--- config.mk ---
export PLATFORM = sky130hd
export DESIGN_NAME = coms_frame_rx
export DESIGN_NICKNAME = d
export VERILOG_FILES = /design/src/rtl/coms_frame_rx.sv
export SDC_FILE = /design/constraint.sdc
export NUM_CORES = 2
export LEC_CHECK = 0
export CORE_AREA = 2 2 348 350
export CTS_BUF_LIST = sky130_fd_sc_hd__clkbuf_8 sky130_fd_sc_hd__clkbuf_16
export DETAILED_ROUTE_END_ITERATION = 10
export DIE_AREA = 0 0 350 352
export PLACE_DENSITY = 0.55
export SLEW_MARGIN = 5
export SYNTH_ARGS = -nofsm -noshare
export SYNTH_HDL_FRONTEND = slang
export SYNTH_SLANG_ARGS = --single-unit
--- constraint.sdc ---
create_clock -name clk -period 64.8 [get_ports clk]
set_input_delay 19.44 -clock clk [delete_from_list [all_inputs] [get_ports clk]]
set_output_delay 19.44 -clock clk [all_outputs]
set_load 0.03 [all_outputs]
--- src/rtl/coms_frame_rx.sv ---
// Status-frame receiver: hunts for the magic word, collects the payload, checks CRC16 and
// motor id, and keeps saturating per-slot ok / CRC-error / timeout statistics.
module coms_frame_rx #(
    parameter int unsigned NUMBER_OF_MOTORS = 8,
    parameter int unsigned PAYLOAD_BYTES    = 22,
    parameter logic [31:0] MAGIC            = 32'h1CEB00DA,
    parameter int unsigned TIMEOUT_CYCLES   = 1400,
    parameter int unsigned CNT_WIDTH        = 16,
    parameter int unsigned SLOT_W           = $clog2(NUMBER_OF_MOTORS)
) (
    input  logic                                  clk,
    input  logic                                  reset,
    input  logic                                  rx_valid,
    input  logic [7:0]                            rx_data,
    input  logic                                  expect_valid,
    input  logic [7:0]                            expect_id,
    input  logic [SLOT_W-1:0]                     expect_slot,
    output logic                                  busy,
    output logic                                  frame_valid,
    output logic [SLOT_W-1:0]                     frame_slot,
    output logic [PAYLOAD_BYTES*8-1:0]            frame_payload,
    output logic [1:0]                            last_error,
    output logic [NUMBER_OF_MOTORS*CNT_WIDTH-1:0] ok_count,
    output logic [NUMBER_OF_MOTORS*CNT_WIDTH-1:0] crc_err_count,
    output logic [NUMBER_OF_MOTORS*CNT_WIDTH-1:0] timeout_count
);

    localparam int unsigned TIMER_W = $clog2(TIMEOUT_CYCLES + 1);
    localparam int unsigned IDX_W   = (PAYLOAD_BYTES > 1) ? $clog2(PAYLOAD_BYTES) : 1;
    localparam int unsigned PW      = PAYLOAD_BYTES * 8;
    localparam int unsigned CW_ALL  = NUMBER_OF_MOTORS * CNT_WIDTH;

    localparam logic [1:0] ErrOk      = 2'd0;
    localparam logic [1:0] ErrTimeout = 2'd1;
    localparam logic [1:0] ErrCrc     = 2'd2;
    localparam logic [1:0] ErrId      = 2'd3;

    typedef enum logic [2:0] {
        StIdle,
        StHunt,
        StPayload,
        StCrcHi,
        StCrcLo,
        StCheck
    } state_e;

    state_e              state_q, state_d;
    logic [TIMER_W-1:0]  timer_q, timer_d;
    logic [23:0]         window_q, window_d;
    logic [IDX_W-1:0]    idx_q, idx_d;
    logic [15:0]         crc_q, crc_d;
    logic [7:0]          crc_hi_q, crc_hi_d;
    logic [7:0]          crc_lo_q, crc_lo_d;
    logic [PW-1:0]       buf_q, buf_d;
    logic [7:0]          id_q, id_d;
    logic [SLOT_W-1:0]   slot_q, slot_d;
    logic                frame_valid_q, frame_valid_d;
    logic [SLOT_W-1:0]   frame_slot_q, frame_slot_d;
    logic [PW-1:0]       frame_payload_q, frame_payload_d;
    logic [1:0]          last_error_q, last_error_d;
    logic [CW_ALL-1:0]   ok_q, ok_d;
    logic [CW_ALL-1:0]   crc_err_q, crc_err_d;
    logic [CW_ALL-1:0]   timeout_q, timeout_d;
    logic                active;

    // Poly 0x8005, MSB-first, no reflection.
    function automatic logic [15:0] crc16_byte(input logic [15:0] crc, input logic [7:0] data);
        logic [15:0] c;
        c = crc;
        for (int i = 7; i >= 0; i--) begin
            if (c[15] ^ data[i]) c = {c[14:0], 1'b0} ^ 16'h8005;
            else                 c = {c[14:0], 1'b0};
        end
        return c;
    endfunction

    // Saturating increment of one slot; out-of-range slots match nothing.
    function automatic logic [CW_ALL-1:0] bump(input logic [CW_ALL-1:0] cnt,
                                               input logic [SLOT_W-1:0] slot);
        logic [CW_ALL-1:0] r;
        r = cnt;
        for (int s = 0; s < int'(NUMBER_OF_MOTORS); s++) begin
            if (int'(slot) == s && r[s*CNT_WIDTH +: CNT_WIDTH] != '1) begin
                r[s*CNT_WIDTH +: CNT_WIDTH] = r[s*CNT_WIDTH +: CNT_WIDTH] + 1'b1;
            end
        end
        return r;
    endfunction

    always_comb begin
        state_d         = state_q;
        timer_d         = timer_q;
        window_d        = window_q;
        idx_d           = idx_q;
        crc_d           = crc_q;
        crc_hi_d        = crc_hi_q;
        crc_lo_d        = crc_lo_q;
        buf_d           = buf_q;
        id_d            = id_q;
        slot_d          = slot_q;
        frame_valid_d   = 1'b0;
        frame_slot_d    = frame_slot_q;
        frame_payload_d = frame_payload_q;
        last_error_d    = last_error_q;
        ok_d            = ok_q;
        crc_err_d       = crc_err_q;
        timeout_d       = timeout_q;

        active = (state_q inside {StHunt, StPayload, StCrcHi, StCrcLo});
        if (active) timer_d = timer_q - 1'b1;

        unique case (state_q)
            StIdle: begin
                if (expect_valid) begin
                    id_d     = expect_id;
                    slot_d   = expect_slot;
                    timer_d  = TIMER_W'(TIMEOUT_CYCLES);
                    window_d = '0;
                    state_d  = StHunt;
                end
            end
            StHunt: begin
                if (rx_valid) begin
                    window_d = {window_q[15:0], rx_data};
                    if ({window_q, rx_data} == MAGIC) begin
                        state_d = StPayload;
                        crc_d   = 16'hFFFF;
                        idx_d   = '0;
                    end
                end
            end
            StPayload: begin
                if (rx_valid) begin
                    buf_d[8*(PAYLOAD_BYTES - 1 - 32'(idx_q)) +: 8] = rx_data;
                    crc_d = crc16_byte(crc_q, rx_data);
                    idx_d = idx_q + 1'b1;
                    if (idx_q == IDX_W'(PAYLOAD_BYTES - 1)) state_d = StCrcHi;
                end
            end
            StCrcHi: begin
                if (rx_valid) begin
                    crc_hi_d = rx_data;
                    state_d  = StCrcLo;
                end
            end
            StCrcLo: begin
                if (rx_valid) begin
                    crc_lo_d = rx_data;
                    state_d  = StCheck;
                end
            end
            StCheck: begin
                state_d = StIdle;
                if (crc_q != {crc_hi_q, crc_lo_q}) begin
                    crc_err_d    = bump(crc_err_q, slot_q);
                    last_error_d = ErrCrc;
                end else if (buf_q[PW-1 -: 8] != id_q) begin
                    last_error_d = ErrId;
                end else begin
                    frame_valid_d   = 1'b1;
                    frame_payload_d = buf_q;
                    frame_slot_d    = slot_q;
                    ok_d            = bump(ok_q, slot_q);
                    last_error_d    = ErrOk;
                end
            end
            default: state_d = StIdle;
        endcase

        // A final CRC byte arriving on the expiring cycle still completes the frame.
        if (active && timer_q == TIMER_W'(1) && !(state_q == StCrcLo && rx_valid)) begin
            state_d      = StIdle;
            timeout_d    = bump(timeout_q, slot_q);
            last_error_d = ErrTimeout;
        end
    end

    always_ff @(posedge clk or posedge reset) begin
        if (reset) begin
            state_q         <= StIdle;
            timer_q         <= '0;
            window_q        <= '0;
            idx_q           <= '0;
            crc_q           <= '0;
            crc_hi_q        <= '0;
            crc_lo_q        <= '0;
            buf_q           <= '0;
            id_q            <= '0;
            slot_q          <= '0;
            frame_valid_q   <= 1'b0;
            frame_slot_q    <= '0;
            frame_payload_q <= '0;
            last_error_q    <= '0;
            ok_q            <= '0;
            crc_err_q       <= '0;
            timeout_q       <= '0;
        end else begin
            state_q         <= state_d;
            timer_q         <= timer_d;
            window_q        <= window_d;
            idx_q           <= idx_d;
            crc_q           <= crc_d;
            crc_hi_q        <= crc_hi_d;
            crc_lo_q        <= crc_lo_d;
            buf_q           <= buf_d;
            id_q            <= id_d;
            slot_q          <= slot_d;
            frame_valid_q   <= frame_valid_d;
            frame_slot_q    <= frame_slot_d;
            frame_payload_q <= frame_payload_d;
            last_error_q    <= last_error_d;
            ok_q            <= ok_d;
            crc_err_q       <= crc_err_d;
            timeout_q       <= timeout_d;
        end
    end

    assign busy          = (state_q != StIdle);
    assign frame_valid   = frame_valid_q;
    assign frame_slot    = frame_slot_q;
    assign frame_payload = frame_payload_q;
    assign last_error    = last_error_q;
    assign ok_count      = ok_q;
    assign crc_err_count = crc_err_q;
    assign timeout_count = timeout_q;

endmodule
# Word-level counts from Yosys, hierarchy flattened
# Cells that the tools add are included.
[classes] n_mux=53 eq_ne=52 n_reduce_logical=67 n_addsub=28 bitwise=18 shift=2
[ops] op="two-way mux 16 bit" count=25
[ops] op="adder 16 x 1 -> 16 bit (second input constant)" count=24
[ops] op="inequality test 16 bit (second input constant)" count=24
[ops] op="bitwise mux 176 bit" count=1
[ops] op="variable shift 8 x 34 -> 176 bit (first input constant)" count=1
[ops] op="indexed part select 8 x 34 -> 176 bit" count=1
[ops] op="two-way mux 24 bit" count=2
[ops] op="one-hot mux 24 bit (2 select lines)" count=1
[ops] op="AND reduction 4 bit" count=9
[ops] op="negator 32 -> 34 bit" count=1
[ops] op="two-way mux 11 bit" count=3
[ops] op="equality test 32 x 29 -> 1 bit (second input constant)" count=1
[ops] op="one-hot mux 16 bit (2 select lines)" count=1
[ops] op="AND reduction 3 bit" count=10
[ops] op="logical AND 1 bit" count=27
[ops] op="two-way mux 3 bit" count=8
[ops] op="NOT 3 bit" count=8
[ops] op="AND reduction 2 bit" count=12
[ops] op="equality test 3 bit (second input constant)" count=6
[ops] op="inequality test 16 bit" count=1
[ops] op="two-way mux 5 bit" count=3
[ops] op="one-hot mux 3 bit (5 select lines)" count=1
[ops] op="equality test 3 x 2 -> 1 bit (second input constant)" count=4
[ops] op="inequality test 3 x 2 -> 1 bit (second input constant)" count=4
[ops] op="other kinds (22)" count=42
[word_totals] inputBits=23 reg_bits=828 wordCells=258 output_inout_bits=567

# Depth between registers and ports, before layout
[logic_depth] word_depth=32 depth_mapped=14 depth_no_buf=13

# Worst setup path after synthesis
# OpenSTA, ideal clock, no wires.
[synth_timing] path_kind="input to register" start="input port rx_data[3]" end="register crc_q[15]" t_required_ns=64.721 path_stages=9 t_arrival_ns=21.517 n_path_buf=3 path_slack_ns=43.204 setup_ns=0.079 cell_sequence="clkbuf_1 nor4bb_1 nand4_1 or4_1 nor4b_2 or2_1 buf_2 buf_2 a2bb2oi_1"
[synth_between] elab_chain_cells=16
[synth_lines] element="start: declaration" line_no="14" text="input logic [7:0] rx_data,"
[synth_lines] element="XOR 1 bit" line_no="71" text="if (c[15] ^ data[i]) c = {c[14:0], 1'b0} ^ 16'h8005;"
[synth_lines] element="two-way mux 16 bit" line_no="71"
[synth_lines] element="two-way mux 16 bit" line_no="133" text="if (rx_valid) begin"
[synth_lines] element="two-way mux 16 bit" line_no="112" text="unique case (state_q)"
[synth_lines] element="XOR 1 bit" line_no="71"
[synth_lines] element="two-way mux 16 bit" line_no="71"
[synth_lines] element="two-way mux 16 bit" line_no="133"
[synth_lines] element="two-way mux 16 bit" line_no="112"
[synth_lines] element="XOR 1 bit" line_no="71"
[synth_lines] element="two-way mux 16 bit" line_no="71"
[synth_lines] element="two-way mux 16 bit" line_no="133"
[synth_lines] element="two-way mux 16 bit" line_no="112"
[synth_lines] element="XOR 1 bit" line_no="71"
[synth_lines] element="two-way mux 16 bit" line_no="71"
[synth_lines] element="two-way mux 16 bit" line_no="133"
[synth_lines] element="one-hot mux 16 bit (2 select lines)" line_no="112"
[synth_lines] element="end signal: assignment" line_no="202" text="crc_q <= crc_d;"
[synth_lines] element="end: declaration" line_no="51" text="logic [15:0] crc_q, crc_d;"
# Parallel ways exist; a longest one is shown, timed or not. The select of a mux whose other input is x is not followed.
# A chain may end at the register's enable or synchronous reset.

==> flow_summary.yaml <==
clock_tree:
  h-tree-depth: 3
  postCtsSetupBuffers: 0
  cts_made_buffers: 96
  post_cts_resize_count: 0
  max-clock-path-buffers: 3
  cts.sinks: 828
  clkSlewWorstSetupHoldPaths_ps: 50
  hold_bufs_inserted_after_cts: 0
  clk-insertion-delay-late_ps: 670
  clockRootBuffer: "sky130_fd_sc_hd__clkbuf_16"
  clock_tree_from_tritoncts: "built"
global_routing:
  first_global_vias: 24700
  largest_net_degree_at_the_start_of_global_routing: 164
  grt.met2_usage_pct: 26.8
  antenna_found_initial: 6
  wire_length_of_the_first_global_routing_pass_microns: 159000
  globalRoute.busiestLayer: "met2"
  gr-total-overflow: 0
  global_route.usage.met1_pct: 21.8
  grt.total_usage_pct: 16.9
  use_met3_pct: 5.72
finish:
  seq_area_sq_um: 20700
  multi_input_area_sq_um: 14200
  fraction_of_the_core_area_covered_by_cells_at_the_end_of_the_flow_pct: 39.1
  num-nets-final: 3644
  final_area_sq_um: 46700
  fill_cells: 11400
  inserted_diodes: 0
  post_route_cells_drive_above_1_share_pct: 15.3
  synthToLayoutAreaGrowth_pct: 31.1
placement:
  placed_cell_area_sq_um: 43500
  numPortBuffers: 589
  detailed_place_hpwl_microns: 76200
  final_estimated_routing_congestion_in_global_placement: 0.828
pwr:
  leakage_nw: 21.2
  p_sw_share_pct: 23.7
  net-switching-power_w: 0.000269
  internal_power_contribution_w: 0.000866
  power.share.clock_pct: 48.3
  seq_power_share_pct: 47.1
  power_density_nw_per_um2: 24.3
  power.share.combinational_pct: 4.6
  irDropWorstVdd_mv: 0.0173
floorplanning:
  initial_utilization_pct: 29.9
  fp.coreArea_sq_um: 119000
  floorplan.rows: 127
  die_w_microns: 350
  die_height_microns: 352
  die-area_sq_um: 123000
  io_pins: 590
drt:
  post_drt_via_cell_ratio: 4.69
  vias: 24700
  drc: 0
  finalWirelength_microns: 106000
  first_iter_violations: 1317
  firstDrtPassIters: 6
  post_drt_wl_per_cell_microns: 20.1
  postRouteAntennaNets: 0
min_path:
  holdCritPathClass: "reg -> reg"
sta:
  max_slew_margin_pct: 27.6
  grt_setup_unrepaired: "no"
  tightestPinTransition_ps: 1070
  final-max-slew-violation-count: 0
  final_count_of_hold_timing_violations: 0
  timing.final.crit_period_ps: 22300
  fin_worst_skew_ps: 35.1
  post-route-period-util_pct: 34.4
  finalSetupTns_ps: 0
  timing.fmax_mhz: 44.8
  setup_viol_count_final: 0
synth:
  post-synth-top-count-cell: "sky130_fd_sc_hd__dfrtp_1"
  synthesis.instances: 2952
  post-synth-top-area-fraction_pct: 58.1
  number_of_nets_produced_by_synthesis: 3014
  synthTopCellsByArea: "sky130_fd_sc_hd__dfrtp_1 58%, sky130_fd_sc_hd__mux2_2 10%, sky130_fd_sc_hd__xnor2_1 6.6%"
  synth_async_sr_flop_share_pct: 100
  predominant_post_synthesis_flop_cell: "sky130_fd_sc_hd__dfrtp_1"
  count_of_state_elements_after_synthesis: 828
  synthesis.yosys.warnings: 0
  yosys.area.top_type: "sky130_fd_sc_hd__dfrtp_1"
  netlist_area_sq_um: 35600
  synth-edff-count: 0
  synth_top_cells_by_count: "828 x sky130_fd_sc_hd__dfrtp_1, 332 x sky130_fd_sc_hd__mux2_2, 269 x sky130_fd_sc_hd__xnor2_1"
  avgSynthCellArea_sq_um: 12.1
  synthDistinctLibCells: 66
  ys_seq_area_share_pct: 58.1
worst_setup_path:
  required_ps: 65500
  critical_path.startpoint_type: "input port"
  worstSetupPathType: "in -> async"
  worst_setup_path_end_kind: "async pin"
  cp_data_arrival_time_ps: 23010
  cp_max_fanout: 114
status:
  outcome: "finished, final reports clean"
run:
  drv.max_cap_violation_count: 0
[power by group through the flow]
stage | registers [W] | logic (W) | clock network [W]
floorplan | 0.000544 | 0.0000304 | 0
global placement | 0.000544 | 0.0000541 | 0
detailed placement | 0.000544 | 0.0000546 | 0
CTS | 0.000535 | 0.0000548 | 0.000566
global route | 0.000535 | 0.0000593 | 0.000589
finish | 0.000534 | 0.0000526 | 0.000548
[kinds of logic (layout without fill, tap and decap cells)]
logic type / Yosys count / count (layout) / share of synthesized area (%)
buf+inv: 182 / 886 / 1.99
mux: 334 / 334 / 10.5
fa+ha+maj: 39 / 39 / 1.37
simple gates: 989 / 989 / 14.5
flops: 828 / 828 / 58.1
compound gates: 168 / 168 / 3.23
xor+xnor: 412 / 412 / 10.2
[placed cells by master (no fill, tap or decap), types with 17 or more instances in the layout]
cell                              count
sky130_fd_sc_hd__and3_1              50
sky130_fd_sc_hd__nand3_1            171
sky130_fd_sc_hd__ha_1                39
sky130_fd_sc_hd__nor2_1             134
sky130_fd_sc_hd__clkbuf_8            17
sky130_fd_sc_hd__o21ai_0             60
sky130_fd_sc_hd__xor2_1             141
sky130_fd_sc_hd__nand4_1            103
sky130_fd_sc_hd__nor3_1              83
sky130_fd_sc_hd__a22o_1              24
sky130_fd_sc_hd__xnor2_1            269
sky130_fd_sc_hd__and2_1              44
sky130_fd_sc_hd__and4_1              33
sky130_fd_sc_hd__clkdlybuf4s50_1    589
sky130_fd_sc_hd__buf_4               31
sky130_fd_sc_hd__nand2_1            250
sky130_fd_sc_hd__inv_1              108
sky130_fd_sc_hd__nor4_1              28
sky130_fd_sc_hd__clkbuf_16           98
sky130_fd_sc_hd__mux2_2             332
sky130_fd_sc_hd__dfrtp_1            828
[metal layers]
| layer | vias to the layer above | share of wire, % |
|---|---|---|
| met5 | - | 0.046 |
| met4 | 8 | 2.3 |
| met3 | 141 | 7.7 |
| met2 | 592 | 46 |
| met1 | 12300 | 44 |
| li1 | 11600 | - |
[sequential cells by signal, summed over array words and instances, names as in the netlist, 5 cells and up]
| signal | flops |
|---|---|
| idx_q | 5 |
| crc_lo_q | 8 |
| crc_q | 16 |
| buf_q | 176 |
| timeout_count | 128 |
| window_q | 24 |
| timer_q | 11 |
| ok_count | 128 |
| crc_hi_q | 8 |
| crc_err_count | 128 |
| frame_payload | 176 |
| id_q | 8 |
[metrics by stage]
step / std cells / hold slack (ps) / total power (W) / worst slack [ps]
2_1_floorplan: 2952 / 444 / 0.000575 / 22100
3_3_place_gp: 5096 / 467 / 0.000598 / 41590
3_5_place_dp: 5096 / 475 / 0.000598 / 41570
4_1_cts: 5268 / 489 / 0.00116 / 42320
5_1_grt: 5268 / 502 / 0.00118 / 41920
6_report: 5268 / 484 / 0.00114 / 42500
[cell type report]
class | count | area share [%]
Sequential cell | 828 | 44.4
Clock inverter | 57 | 1.15
Multi-Input combinational cell | 1942 | 30.5
Timing Repair Buffer | 621 | 13.2
Tap cell | 1612 | 4.32
Inverter | 93 | 0.763
Clock buffer | 115 | 5.75
[final timing paths]
kind	slack, ps	startpoint	endpoint	cells past startpoint
setup / recovery	42500	reset	frame_payload[134]	5
hold / removal	480	timeout_count[61]	timeout_count[61]	1
setup reg to reg	60350	idx_q[0]	buf_q[119]	11
hold reg to reg	480	timeout_count[61]	timeout_count[61]	1
max in group clk	42620	state_q[2]	busy	3
min in group asynchronous	19350	reset	ok_count[102]	2
[critical path: stages]
cell and delay (ps):
sky130_fd_sc_hd__clkdlybuf4s50_1 490, sky130_fd_sc_hd__inv_8 610, sky130_fd_sc_hd__buf_4 760, sky130_fd_sc_hd__buf_4 810
sky130_fd_sc_hd__buf_4 740
Power figures use the tool's default switching activity.
